### src/rtl/execute_stage.sv
// rtl/execute_stage.sv - execute stage: single-cycle ALU plus optional 32-step shift-add multiplier (EXECUTE_STAGE_MULT_EN)
module execute_stage (
  input  logic         clk,
  input  logic         reset,
  input  logic [107:0] id_ex,
  input  logic         in_valid,
  output logic         stall,
  output logic [75:0]  ex_mem,
  output logic         ex_valid
);

  typedef enum logic {IDLE = 1'b0, MUL = 1'b1} state_t;

  state_t state, next_state;

  logic [5:0]  op;
  logic [31:0] a, b;
  logic [4:0]  dest;
  logic [31:0] alu_res;
  logic        alu_known;
  logic        unused_bits;

  assign op   = id_ex[107:102];
  assign a    = id_ex[101:70];
  assign b    = id_ex[69:38];
  assign dest = id_ex[37:33];

  // is_r_type and the reserved field carry nothing the datapath needs
  assign unused_bits = ^{id_ex[32:0], state};

  // Single-cycle ALU; opcode 5 falls to default and is handled by the multiplier when present
  always_comb begin
    alu_res   = 32'd0;
    alu_known = 1'b1;
    case (op)
      6'd0, 6'd8:  alu_res = a + b;
      6'd1, 6'd9:  alu_res = a - b;
      6'd2:        alu_res = a & b;
      6'd3:        alu_res = a | b;
      6'd4, 6'd10: alu_res = ($signed(a) < $signed(b)) ? 32'd1 : 32'd0;
      default:     alu_known = 1'b0;
    endcase
  end

`ifdef EXECUTE_STAGE_MULT_EN
  logic        start_mul;
  logic [4:0]  cnt;
  logic [31:0] acc, mcand, mplier, m_b, acc_next;
  logic [4:0]  m_dest;

  assign start_mul = (state == IDLE) && in_valid && (op == 6'd5);
  assign acc_next  = acc + (mplier[0] ? mcand : 32'd0);

  // State register
  always_ff @(posedge clk or posedge reset) begin
    if (reset) state <= IDLE;
    else       state <= next_state;
  end

  // Next state: enter MUL on a multiply, leave after the step taken with counter at 31
  always_comb begin
    next_state = state;
    case (state)
      IDLE:    if (start_mul) next_state = MUL;
      MUL:     if (cnt == 5'd31) next_state = IDLE;
      default: next_state = IDLE;
    endcase
  end

  // Stall output: hold upstream until the cycle of the final step
  always_comb begin
    stall = start_mul || ((state == MUL) && (cnt != 5'd31));
  end

  // Multiplier datapath: one shift-add step per edge while in MUL
  always_ff @(posedge clk or posedge reset) begin
    if (reset) begin
      cnt    <= 5'd0;
      acc    <= 32'd0;
      mcand  <= 32'd0;
      mplier <= 32'd0;
      m_b    <= 32'd0;
      m_dest <= 5'd0;
    end else if (state == MUL) begin
      acc    <= acc_next;
      mcand  <= mcand << 1;
      mplier <= mplier >> 1;
      cnt    <= cnt + 5'd1;
    end else if (start_mul) begin
      acc    <= 32'd0;
      mcand  <= a;
      mplier <= b;
      m_b    <= b;
      m_dest <= dest;
      cnt    <= 5'd0;
    end
  end

  // Result register: ALU results in IDLE, multiplier result on the last step
  always_ff @(posedge clk or posedge reset) begin
    if (reset) begin
      ex_mem   <= 76'd0;
      ex_valid <= 1'b0;
    end else if (state == MUL) begin
      if (cnt == 5'd31) begin
        ex_mem   <= {6'd5, acc_next, m_dest, (m_dest != 5'd0), m_b};
        ex_valid <= 1'b1;
      end else begin
        ex_valid <= 1'b0;
      end
    end else if (start_mul) begin
      ex_valid <= 1'b0;
    end else if (in_valid) begin
      ex_mem   <= {op, alu_res, dest, alu_known && (dest != 5'd0), b};
      ex_valid <= 1'b1;
    end else begin
      ex_valid <= 1'b0;
    end
  end
`else
  // State register: without the multiplier the stage never leaves IDLE
  always_ff @(posedge clk or posedge reset) begin
    if (reset) state <= IDLE;
    else       state <= next_state;
  end

  // Next state: always IDLE
  always_comb begin
    next_state = IDLE;
  end

  // Stall output: nothing ever takes more than one cycle
  always_comb begin
    stall = 1'b0;
  end

  // Result register: every valid instruction completes in one cycle
  always_ff @(posedge clk or posedge reset) begin
    if (reset) begin
      ex_mem   <= 76'd0;
      ex_valid <= 1'b0;
    end else if (in_valid) begin
      ex_mem   <= {op, alu_res, dest, alu_known && (dest != 5'd0), b};
      ex_valid <= 1'b1;
    end else begin
      ex_valid <= 1'b0;
    end
  end
`endif

endmodule

### config.mk
export PLATFORM = sky130hd
export DESIGN_NAME = execute_stage
export DESIGN_NICKNAME = d
export VERILOG_FILES = /design/src/rtl/execute_stage.sv
export SDC_FILE = /design/constraint.sdc
export NUM_CORES = 1
export LEC_CHECK = 0
export CAP_MARGIN = 5
export CORE_ASPECT_RATIO = 0.75
export CORE_MARGIN = 1
export CORE_UTILIZATION = 45
export CTS_BUF_LIST = sky130_fd_sc_hd__clkbuf_8
export DETAILED_ROUTE_END_ITERATION = 7
export HOLD_SLACK_MARGIN = 0.15
export PLACE_DENSITY = 0.74
export SYNTH_ARGS = -nofsm -noshare
export SYNTH_HDL_FRONTEND = slang
export SYNTH_SLANG_ARGS = --single-unit
### constraint.sdc
create_clock -name clk -period 3.9 [get_ports clk]
set_input_delay 0.78 -clock clk [delete_from_list [all_inputs] [get_ports clk]]
set_output_delay 0.78 -clock clk [all_outputs]
set_load 0.01 [all_outputs]
==> impl_metrics.tcl <==
set metrics [dict create \
    status "finished clean" \
    drv_cap 0 \
    syn_inst 911 \
    antenna_left 0 \
    path_class "in -> reg" \
    gp_congestion 0.944 \
    postPlaceCellArea_um2 9980 \
    die_w_um 151 \
    firstDrtPassIters 6 \
    grt_max_degree 46 \
    clk_path_buf_depth 2 \
    numCtsBuffers 9 \
    seq_area_um2 1930 \
    drcViolationCount 0 \
    setup_violations 0 \
    crit_path_max_fanout 3 \
    hpwl_um 17500 \
    avgSynthCellArea_um2 8.23 \
    drt_iter0_markers 538 \
    fin_crit_ps 3760 \
    final_cell_mix "clkdlybuf4s50_1 (149), buf_4 (120), inv_1 (106)" \
    whs_ps 501 \
    synth-seq-cells 77 \
    dp.cells 1340 \
    start_kind "input pin" \
    fill_cells 1367 \
    clk_pin_slew_ps 90 \
    start_util 0.464 \
    die_area_um2 17200 \
    syn_area_um2 7500 \
    arrival_ps 4000 \
    cts_sinks 77 \
    antenna_found_initial 0 \
    report.final.slew_viol_count 0 \
    final-instance-count-excl-fill 1358 \
    crit_required_ps 4140 \
    finalInstanceArea_um2 10300 \
    io_buffers 154 \
    grt_remaining_overflow 0 \
    vias 7617 \
    ys.flop_type "dfrtp_1" \
    grt_pass1_vias 7250 \
    grtUsageTotal 0.274 \
    rsz0062_at_grt "no" \
    drive_gt1_frac 0.179 \
    synth_edf_count 0 \
    yosysUniqueCellTypes 73 \
    tightestPinTransition_ps 871 \
    hold_viol_final 0 \
    layout_commonest_cell "clkdlybuf4s50_1" \
    ir_drop_uv 199 \
    nets 1352 \
    vias_per_cell 5.61 \
    crit_path_end_kind "register" \
    coreArea_um2 16200 \
    syn_to_final_growth_pct 36.7 \
    cts_root_buf "clkbuf_8" \
    syn-num-nets 1120 \
    htreeDepth 3 \
    slew_headroom 0.419 \
    cts_tree "yes" \
    hp-class "reg -> reg" \
    async_reset_ff_frac 1.00 \
    rows 40 \
    ys_warn_count 0 \
    die_y_um 114 \
    ys_seq_area_frac 0.257 \
    worstSkewPairLatency_ps 390 \
    holdBufCountCts 0 \
    min_period_over_period 0.964 \
    wl_per_cell_um 16.9 \
    fin_skew_ps 0 \
    grt_pass1_wl_um 36900 \
    multi_input_area_um2 5030 \
    timing.fmax_ghz 0.266 \
    ios 189 \
    p_leak_nw 4.64 \
    power_density_nw_per_um2 263 \
    n_antenna_cell 0 \
    post-route-util 0.634 \
    power_mw 2.69 \
    routed_wl_um 23000 \
]
==> state kept, by name, indices dropped and copies added, names as in the netlist <==
signal,cells
ex_mem,76
ex_valid,1
==> Yosys cell counts (16+ instances only) <==
master | instances | area [µm²]
ha_1 | 96 | 1200
inv_1 | 108 | 405
a21oi_1 | 93 | 465
nor2_1 | 88 | 330
mux2_2 | 43 | 484
nor3_1 | 16 | 80.1
clkbuf_1 | 37 | 139
dfrtp_1 | 77 | 1930
xnor2_1 | 25 | 219
nand2_1 | 43 | 161
a211oi_1 | 18 | 135
o21ai_0 | 42 | 210
==> repair_timing <==
item,in CTS,in global routing
pin swaps,0,5
setup endpoints to repair,3,15
resized for setup,2,13
buffers inserted,0,2
==> area by class of cell <==
cell class / instances / share of cell area
Timing Repair Buffer: 273 / 0.237
Sequential cell: 77 / 0.188
Multi-Input combinational cell: 674 / 0.491
Clock buffer: 9 / 0.0121
Clock inverter: 7 / 0.00622
Tap cell: 210 / 0.0256
Inverter: 108 / 0.0397
==> per-layer routing <==
layer  GRT usage  vias to the layer above  wire, µm
li1            -                     3684         -
met1       0.391                     3547     10900
met2       0.415                      348      9720
met3      0.0628                       38      1930
met4      0.0727                        0       407
met5           0                        -         0
==> critical path: stages <==
cell	delay [ps]
clkdlybuf4s50_1	490
inv_1	110
buf_4	160
ha_1	180
o21bai_1	170
a221oi_1	420
o2111ai_2	230
nand4_1	210
a31oi_2	150
a41o_1	320
and4_1	220
a311oi_1	250
xnor2_1	160
o221ai_1	140
==> power breakdown <==
part / total [mW] / leakage (nW) / internal [mW] / switching, mW
sequential: 0.899 / 0.947 / 0.864 / 0.0350
clock: 0.625 / 0.0907 / 0.247 / 0.378
combinational: 1.17 / 3.60 / 0.581 / 0.590
total: 2.69 / 4.64 / 1.69 / 1.00
==> final timing paths <==
| kind | from | to | slack, ps | depth (start not counted) |
|---|---|---|---|---|
| worst max-delay path | id_ex[39] | ex_mem[63] | 140 | 14 |
| worst min-delay path | ex_mem[63] | ex_mem[63] | 500 | 2 |
| worst max register to register | ex_mem[68] | ex_mem[68] | 3030 | 3 |
| worst min register to register | ex_mem[63] | ex_mem[63] | 500 | 2 |
| max in group asynchronous | reset | ex_mem[20] | 2190 | 3 |
| min in group asynchronous | reset | ex_mem[73] | 810 | 2 |
==> logic make-up after synthesis <==
kind of cell,Yosys count,synth area share
buffers and inverters,160,0.0818
xor gates and xnor gates,30,0.0350
adders and majority gates,98,0.166
other,1,0.000500
DFF,77,0.257
AOI/OAI and AO/OA,277,0.249
muxes,50,0.0739
and+or+nand+nor,218,0.137
==> stage by stage <==
| stage | TNS (ps) | setup slack [ps] |
|---|---|---|
| finish | 0 | 139 |
| global route | 0 | 10.6 |
| CTS | 0 | 8.51 |
| detailed placement | -4330 | -439 |
| global placement | -3820 | -410 |
| floorplan | 0 | 486 |
Note: power is estimated with default switching activity, not from simulation.
